## config.mk

```make
export PLATFORM = sky130hd
export DESIGN_NAME = fetch_unit_flat
export DESIGN_NICKNAME = d
export VERILOG_FILES = /design/src/rtl/fetch_unit_pkg.sv /design/src/rtl/fetch_unit_if.sv /design/src/rtl/fetch_queue.sv /design/src/rtl/fetch_unit.sv /design/src/flat_wrapper.sv
export SDC_FILE = /design/constraint.sdc
export NUM_CORES = 1
export LEC_CHECK = 0
export ABC_AREA = 1
export CAP_MARGIN = 20
export CORE_MARGIN = 1
export CORE_UTILIZATION = 61
export CTS_CLUSTER_DIAMETER = 30
export DETAILED_ROUTE_END_ITERATION = 7
export PLACE_DENSITY = 0.85
export SETUP_SLACK_MARGIN = 0.3
export SYNTH_ARGS = -nofsm -noshare
export SYNTH_HDL_FRONTEND = slang
export SYNTH_SLANG_ARGS = --single-unit
```

## constraint.sdc

```tcl
create_clock -name clk -period 9.62 [get_ports clk]
set_input_delay 0.962 -clock clk [delete_from_list [all_inputs] [get_ports clk]]
set_output_delay 0.962 -clock clk [all_outputs]
set_load 0.01 [all_outputs]
```

## src/rtl/fetch_unit_pkg.sv

```systemverilog
// rtl/fetch_unit_pkg.sv - shared core types: privilege constants, fetch FSM states, fetch-queue entry
package fetch_unit_pkg;

    localparam logic [1:0] PRIV_U = 2'b00;
    localparam logic [1:0] PRIV_S = 2'b01;
    localparam logic [1:0] PRIV_M = 2'b11;

    typedef enum logic [1:0] {
        ST_FETCH,
        ST_WAIT_SPACE,
        ST_DRAIN,
        ST_FAULT
    } fetch_state_e;

    typedef struct packed {
        logic [63:0] pc;
        logic [31:0] inst;
        logic        page_fault;
    } fq_entry_t;

    function automatic logic [63:0] align_pc(input logic [63:0] pc);
        return pc & ~64'h3;
    endfunction

endpackage

```

## src/rtl/fetch_unit_if.sv

```systemverilog
// rtl/fetch_unit_if.sv - I$ request/response, redirect and decode-side handshake bundle
interface fetch_unit_if;
    logic        ic_en;
    logic [63:0] ic_req_addr;
    logic        ic_resp_valid;
    logic        ic_resp_page_fault;
    logic [31:0] ic_resp_inst;
    logic        redirect_valid;
    logic [63:0] redirect_pc;
    logic        out_valid;
    logic        out_ready;
    logic [63:0] out_pc;
    logic [31:0] out_inst;
    logic        out_page_fault;

    modport master (
        output ic_en, ic_req_addr, out_valid, out_pc, out_inst, out_page_fault,
        input  ic_resp_valid, ic_resp_page_fault, ic_resp_inst,
               redirect_valid, redirect_pc, out_ready
    );

    modport slave (
        input  ic_en, ic_req_addr, out_valid, out_pc, out_inst, out_page_fault,
        output ic_resp_valid, ic_resp_page_fault, ic_resp_inst,
               redirect_valid, redirect_pc, out_ready
    );
endinterface

```

## src/rtl/fetch_queue.sv

```systemverilog
// rtl/fetch_queue.sv - power-of-two circular fetch queue with flush; head driven straight from storage
module fetch_queue
    import fetch_unit_pkg::*;
#(
    parameter int DEPTH = 4,
    localparam int AW = $clog2(DEPTH),
    localparam int CW = AW + 1
) (
    input  logic          clk,
    input  logic          reset,
    input  logic          push_i,
    input  fq_entry_t     push_data_i,
    input  logic          pop_i,
    input  logic          flush_i,
    output logic [CW-1:0] count_o,
    output logic          head_valid_o,
    output fq_entry_t     head_o
);

    fq_entry_t       mem_q [DEPTH];
    logic [AW-1:0]   rd_q, wr_q;
    logic [CW-1:0]   count_q;
    logic            do_push, do_pop;

    assign do_pop  = pop_i && (count_q != '0) && !flush_i;
    assign do_push = push_i && ((count_q < CW'(DEPTH)) || do_pop) && !flush_i;

    always_ff @(posedge clk or posedge reset) begin
        if (reset) begin
            rd_q    <= '0;
            wr_q    <= '0;
            count_q <= '0;
        end else if (flush_i) begin
            rd_q    <= '0;
            wr_q    <= '0;
            count_q <= '0;
        end else begin
            if (do_push) wr_q <= wr_q + AW'(1);
            if (do_pop)  rd_q <= rd_q + AW'(1);
            count_q <= count_q + CW'(do_push) - CW'(do_pop);
        end
    end

    // Payload needs no reset: it is only visible while count_q is non-zero.
    always_ff @(posedge clk) begin
        if (do_push) mem_q[wr_q] <= push_data_i;
    end

    assign count_o      = count_q;
    assign head_valid_o = (count_q != '0);
    assign head_o       = head_valid_o ? mem_q[rd_q] : '0;

endmodule

```

## src/rtl/fetch_unit.sv

```systemverilog
// rtl/fetch_unit.sv - single-outstanding I$ fetcher with redirect/drain handling feeding a fetch queue
module fetch_unit
    import fetch_unit_pkg::*;
#(
    parameter logic [63:0] RESET_PC = 64'h0,
    parameter int          FQ_DEPTH = 4
) (
    input  logic         clk,
    input  logic         reset,
    fetch_unit_if.master bus
);

    localparam int CW = $clog2(FQ_DEPTH) + 1;

    fetch_state_e  state_q, state_d;
    logic [63:0]   pc_q, pc_d;
    logic [63:0]   tgt_q, tgt_d;
    logic          push, pop, head_valid;
    fq_entry_t     push_entry, head;
    logic [CW-1:0] count;
    logic [CW:0]   occ_after;
    logic [63:0]   redirect_tgt;

    fetch_queue #(.DEPTH(FQ_DEPTH)) u_fq (
        .clk         (clk),
        .reset       (reset),
        .push_i      (push),
        .push_data_i (push_entry),
        .pop_i       (pop),
        .flush_i     (bus.redirect_valid),
        .count_o     (count),
        .head_valid_o(head_valid),
        .head_o      (head)
    );

    assign pop          = head_valid && bus.out_ready;
    assign redirect_tgt = align_pc(bus.redirect_pc);
    // Occupancy after this cycle's push/pop; the next request needs it below FQ_DEPTH.
    assign occ_after    = {1'b0, count} + (CW+1)'(1) - (CW+1)'(pop);

    always_ff @(posedge clk or posedge reset) begin
        if (reset) begin
            state_q <= ST_FETCH;
            pc_q    <= RESET_PC;
            tgt_q   <= RESET_PC;
        end else begin
            state_q <= state_d;
            pc_q    <= pc_d;
            tgt_q   <= tgt_d;
        end
    end

    always_comb begin
        state_d    = state_q;
        pc_d       = pc_q;
        tgt_d      = tgt_q;
        push       = 1'b0;
        push_entry = '0;
        unique case (state_q)
            ST_FETCH: begin
                if (bus.redirect_valid) begin
                    if (bus.ic_resp_valid) begin
                        pc_d = redirect_tgt;
                    end else begin
                        state_d = ST_DRAIN;
                        tgt_d   = redirect_tgt;
                    end
                end else if (bus.ic_resp_valid) begin
                    push          = 1'b1;
                    push_entry.pc = pc_q;
                    if (bus.ic_resp_page_fault) begin
                        push_entry.page_fault = 1'b1;
                        state_d               = ST_FAULT;
                    end else begin
                        push_entry.inst = bus.ic_resp_inst;
                        pc_d            = pc_q + 64'd4;
                        state_d = (occ_after < (CW+1)'(FQ_DEPTH)) ? ST_FETCH : ST_WAIT_SPACE;
                    end
                end
            end
            ST_WAIT_SPACE: begin
                if (bus.redirect_valid) begin
                    state_d = ST_FETCH;
                    pc_d    = redirect_tgt;
                end else if (pop) begin
                    state_d = ST_FETCH;
                end
            end
            ST_DRAIN: begin
                if (bus.ic_resp_valid) begin
                    state_d = ST_FETCH;
                    pc_d    = bus.redirect_valid ? redirect_tgt : tgt_q;
                end else if (bus.redirect_valid) begin
                    tgt_d = redirect_tgt;
                end
            end
            ST_FAULT: begin
                if (bus.redirect_valid) begin
                    state_d = ST_FETCH;
                    pc_d    = redirect_tgt;
                end
            end
            default: state_d = ST_FETCH;
        endcase
    end

    assign bus.ic_en          = !reset && ((state_q == ST_FETCH) || (state_q == ST_DRAIN));
    assign bus.ic_req_addr    = pc_q;
    assign bus.out_valid      = head_valid;
    assign bus.out_pc         = head.pc;
    assign bus.out_inst       = head.page_fault ? 32'h0 : head.inst;
    assign bus.out_page_fault = head.page_fault;

endmodule

```

## src/flat_wrapper.sv

```systemverilog
// flat-port wrapper written by rule: the top's interface ports become plain ports
module fetch_unit_flat import fetch_unit_pkg::*;
#(
    parameter logic [63:0] RESET_PC = 64'h0,
    parameter int          FQ_DEPTH = 4
)
  (clk, reset, bus_ic_en, bus_ic_req_addr, bus_out_valid, bus_out_pc, bus_out_inst, bus_out_page_fault, bus_ic_resp_valid, bus_ic_resp_page_fault, bus_ic_resp_inst, bus_redirect_valid, bus_redirect_pc, bus_out_ready);
  fetch_unit_if bus_i ();
  input  logic clk;
  input  logic reset;
  output wire logic [$bits(bus_i.ic_en)-1:0] bus_ic_en;
  output wire logic [$bits(bus_i.ic_req_addr)-1:0] bus_ic_req_addr;
  output wire logic [$bits(bus_i.out_valid)-1:0] bus_out_valid;
  output wire logic [$bits(bus_i.out_pc)-1:0] bus_out_pc;
  output wire logic [$bits(bus_i.out_inst)-1:0] bus_out_inst;
  output wire logic [$bits(bus_i.out_page_fault)-1:0] bus_out_page_fault;
  input wire logic [$bits(bus_i.ic_resp_valid)-1:0] bus_ic_resp_valid;
  input wire logic [$bits(bus_i.ic_resp_page_fault)-1:0] bus_ic_resp_page_fault;
  input wire logic [$bits(bus_i.ic_resp_inst)-1:0] bus_ic_resp_inst;
  input wire logic [$bits(bus_i.redirect_valid)-1:0] bus_redirect_valid;
  input wire logic [$bits(bus_i.redirect_pc)-1:0] bus_redirect_pc;
  input wire logic [$bits(bus_i.out_ready)-1:0] bus_out_ready;
  assign bus_ic_en = bus_i.ic_en;
  assign bus_ic_req_addr = bus_i.ic_req_addr;
  assign bus_out_valid = bus_i.out_valid;
  assign bus_out_pc = bus_i.out_pc;
  assign bus_out_inst = bus_i.out_inst;
  assign bus_out_page_fault = bus_i.out_page_fault;
  assign bus_i.ic_resp_valid = bus_ic_resp_valid;
  assign bus_i.ic_resp_page_fault = bus_ic_resp_page_fault;
  assign bus_i.ic_resp_inst = bus_ic_resp_inst;
  assign bus_i.redirect_valid = bus_redirect_valid;
  assign bus_i.redirect_pc = bus_redirect_pc;
  assign bus_i.out_ready = bus_out_ready;
  fetch_unit #(.RESET_PC(RESET_PC), .FQ_DEPTH(FQ_DEPTH)) u_core (.clk(clk), .reset(reset), .bus(bus_i));
endmodule
```

==> results_dict.tcl <==
set metrics [dict create \
    yosys_warnings 0 \
    ys_top_cells_by_area "edfxtp_1 (47%), dfrtp_1 (14%), nor2_1 (10%)" \
    routed_wl_mm 81.1 \
    internal_power_uw 6830 \
    syn2layout_area_growth_pct 27.7 \
    viasPerCell 6.19 \
    overflow 0 \
    hold_buffers 0 \
    drtIter0Drc 3047 \
    rr_endpoint "u_core.u_fq.mem_q[1][78]$_DFFE_PP_" \
    timing.fmax_ghz 0.187 \
    power_frac_seq_pct 31.2 \
    start_kind "flop" \
    cts.sinks 525 \
    ys_types 34 \
    setup_viol 0 \
    switching_power_uw 3950 \
    io_buffers 262 \
    run_status "complete, no violations" \
    clkSlewWorstSetupHoldPaths_ps 50 \
    fp.dieArea_sq_um 41400 \
    synth_top_cell_area_share_pct 47.1 \
    arrival_ps 4390 \
    fin_crit_ps 5350 \
    yosysTopAreaCell "edfxtp_1" \
    min_path_type "flop to flop" \
    insertion_delay_ps 650 \
    ir_drop_v 0.000218 \
    power.density_nw_per_um2 341 \
    cts_buffers 101 \
    num_antenna_cells 0 \
    p_leak_uw 0.0126 \
    cp_num_buf_inv 4 \
    ys_ff_latch 525 \
    worst_clock_skew_ps 27.5 \
    finalPower_uw 10800 \
    postLayoutCoreUtil_pct 79.3 \
    fp-row-count 73 \
    swShare_pct 36.6 \
    r2r_cells 8 \
    syn-cell-area_sq_um 24700 \
    via_count 22100 \
    cp_max_fo 54 \
    drive_above_1_share_pct 8.42 \
    slew_headroom_pct 27.5 \
    dr.pass1.iters 6 \
    cts_setup_buffers 0 \
    hold_depth 2 \
    end_kind "primary output" \
    cts_buffer_depth 3 \
    grt_first_pass_wirelength_mm 119 \
    rrSetupSlack_ps 5300 \
    synth-seq-area-share_pct 61.0 \
    cp_top_family "buffers and inverters" \
    max_stage_delay_ps 800 \
    p_comb_share_pct 31.5 \
    worst_pin_slew_ps 1090 \
    htree_levels 3 \
    fin_nets 3060 \
    slew_viol_final 0 \
    crit_chain "inv_2 > buf_4 > a32o_1 > nand2_1 > buf_4 > a21oi_1 > clkdlybuf4s50_1" \
    drv_cap 0 \
    synth_area_per_cell_sq_um 9.14 \
    hp-start "u_core.tgt_q[0]$_DFFE_PP0P_" \
    cpMaxStageDelayCell "inv_2" \
    ant_nets 0 \
    min_period_over_period_pct 55.6 \
    fin_cells 3564 \
    path_class "flop to primary output" \
    reg2reg_from "u_core.state_q[0]$_DFFE_PP0P_" \
    post-dp-hpwl_mm 44.4 \
    place_inst 3369 \
    antenna_found_initial 0 \
    crit_top_cell "buf_4" \
    required_ps 8660 \
    fillers 2281 \
    grt_start_max_net_pins 123 \
    cts_resized 0 \
    finalHoldViolations 0 \
    drc_errors 0 \
    grt_pass1_vias 21100 \
    grt_usage_pct 37.8 \
    io-pin-count 265 \
    cts_root_buf "clkbuf_16" \
    clkPwrFrac_pct 37.3 \
    gp_congestion 0.918 \
    start_util_pct 62.1 \
    final.setup.tns_ps 0 \
    synthesis.nets 2817 \
    dieWidth_um 203 \
    cts_tree "yes" \
    syn_inst 2707 \
    rsz0062_at_grt "no" \
    wl_per_cell_um 22.8 \
    core_sq_um 39800 \
    holdPathEnd "u_core.tgt_q[0]$_DFFE_PP0P_" \
    fp.dieH_um 203 \
]
[worst min-delay path: stages, from the launching register on]
cell     delay (ps)
dfrtp_1         340
nand2_1          50
inv_1            40
[per-stage QoR]
step	setup slack (ps)	cell area, sq um	hold WS [ps]
2_1_floorplan	3460	24700	430
3_3_place_gp	4990	27600	441
3_5_place_dp	4920	27600	446
4_1_cts	4270	31500	460
5_1_grt	4200	31600	488
6_report	4270	31600	463
[cells in the mapped netlist]
| cell type | instances |
|---|---|
| nor2_1 | 684 |
| nand2_1 | 479 |
| edfxtp_1 | 388 |
| o21ai_0 | 292 |
| inv_1 | 189 |
| a21oi_1 | 177 |
| dfrtp_1 | 137 |
| clkbuf_1 | 104 |
| o22ai_1 | 48 |
| a311oi_1 | 45 |
| nand3_1 | 24 |
| buf_1 | 23 |
| buf_2 | 17 |
| xor2_1 | 17 |
| a31oi_1 | 16 |
| mux2_2 | 15 |
| nand4_1 | 8 |
| ha_1 | 7 |
| buf_4 | 6 |
| inv_2 | 6 |
| nor2_4 | 5 |
| a22oi_1 | 3 |
| nand2_2 | 3 |
| a221oi_1 | 2 |
| a32oi_1 | 2 |
| nor2_2 | 2 |
| a32o_1 | 1 |
| a41oi_1 | 1 |
| buf_6 | 1 |
| fa_1 | 1 |
| nand3b_1 | 1 |
| nor3_4 | 1 |
| o211ai_1 | 1 |
| o21ai_1 | 1 |
[layout by cell type (no fill, tap or decap), drive strengths merged]
master	instances
mux2	15
xor2	17
edfxtp	388
a221oi	2
nor2	691
nand2	482
a22oi	3
buf	30
nand4	8
nor3	1
clkinvlp	16
bufinv	26
clkbuf	111
nand3	24
clkinv	27
a32oi	2
nand3b	1
o211ai	1
a41oi	1
inv	207
clkdlybuf4s50	261
o21ai	293
ha	7
dfrtp	137
a21oi	177
fa	1
o22ai	48
a311oi	45
a31oi	16
a32o	1
[metal layers]
layer | GRT usage, % | up-vias | share of wire [%] | wire [um]
met3 | 6.87 | 223 | 12 | 9520
met1 | 50.7 | 10500 | 36 | 29400
met4 | 14.5 | 0 | 3.6 | 2920
met5 | 0 | - | 0 | 0
met2 | 61.6 | 1732 | 48 | 39200
li1 | - | 9641 | - | -
[power by group through the flow]
| stage | sequential, uW | clock (uW) | combinational, uW |
|---|---|---|---|
| after floorplan | 3220 | 0 | 1780 |
| after global placement | 3330 | 0 | 3120 |
| after detailed placement | 3350 | 0 | 3200 |
| after CTS | 3320 | 3990 | 3290 |
| after global routing | 3390 | 4110 | 3630 |
| final | 3360 | 4010 | 3400 |
[cell families after synthesis]
group           after synthesis  synth area share, %
buf+inv                     346                 5.46
compound gates              589                 13.1
xor+xnor                     17                0.602
simple gates               1207                 18.8
mux                          15                0.683
flops                       525                 61.0
fa+ha+maj                     8                0.435
[area by class of cell]
cell class,instances,area (sq um),share of cell area (%)
Inverter,195,738,2.34
Multi-Input combinational cell,1836,8340,26.4
Timing Repair Buffer,291,2890,9.14
Tap cell,525,657,2.08
Clock inverter,81,1240,3.92
Clock buffer,111,2640,8.35
Sequential cell,525,15100,47.8
[how the worst max path moves through the flow]
| stage | slack [ps] | endpoint | cells after the start | startpoint |
|---|---|---|---|---|
| final | 4270 | bus_out_inst[15] | 7 | u_core.u_fq.rd_q[1]$_DFFE_PP0P_ |
| after floorplan | 3460 | u_core.u_fq.mem_q[0][0]$_DFFE_PP_ | 5 | bus_redirect_valid |
| after CTS | 4270 | bus_out_pc[24] | 5 | u_core.u_fq.rd_q[0]$_DFFE_PP0P_ |
| after global placement | 4990 | u_core.u_fq.mem_q[0][83]$_DFFE_PP_ | 6 | bus_ic_resp_valid |
| after global routing | 4200 | bus_out_inst[16] | 7 | u_core.u_fq.rd_q[1]$_DFFE_PP0P_ |
| after detailed placement | 4920 | u_core.u_fq.mem_q[0][82]$_DFFE_PP_ | 6 | bus_ic_resp_valid |
[sequential cells by signal, indices dropped and copies added (netlist names)]
| name | cells |
|---|---|
| u_core.state_q | 2 |
| u_core.u_fq.mem_q | 388 |
| u_core.u_fq.wr_q | 2 |
| u_core.bus.ic_req_addr | 64 |
| u_core.u_fq.rd_q | 2 |
| u_core.u_fq.count_o | 3 |
| u_core.tgt_q | 64 |
(Power assumes the default switching activity.)
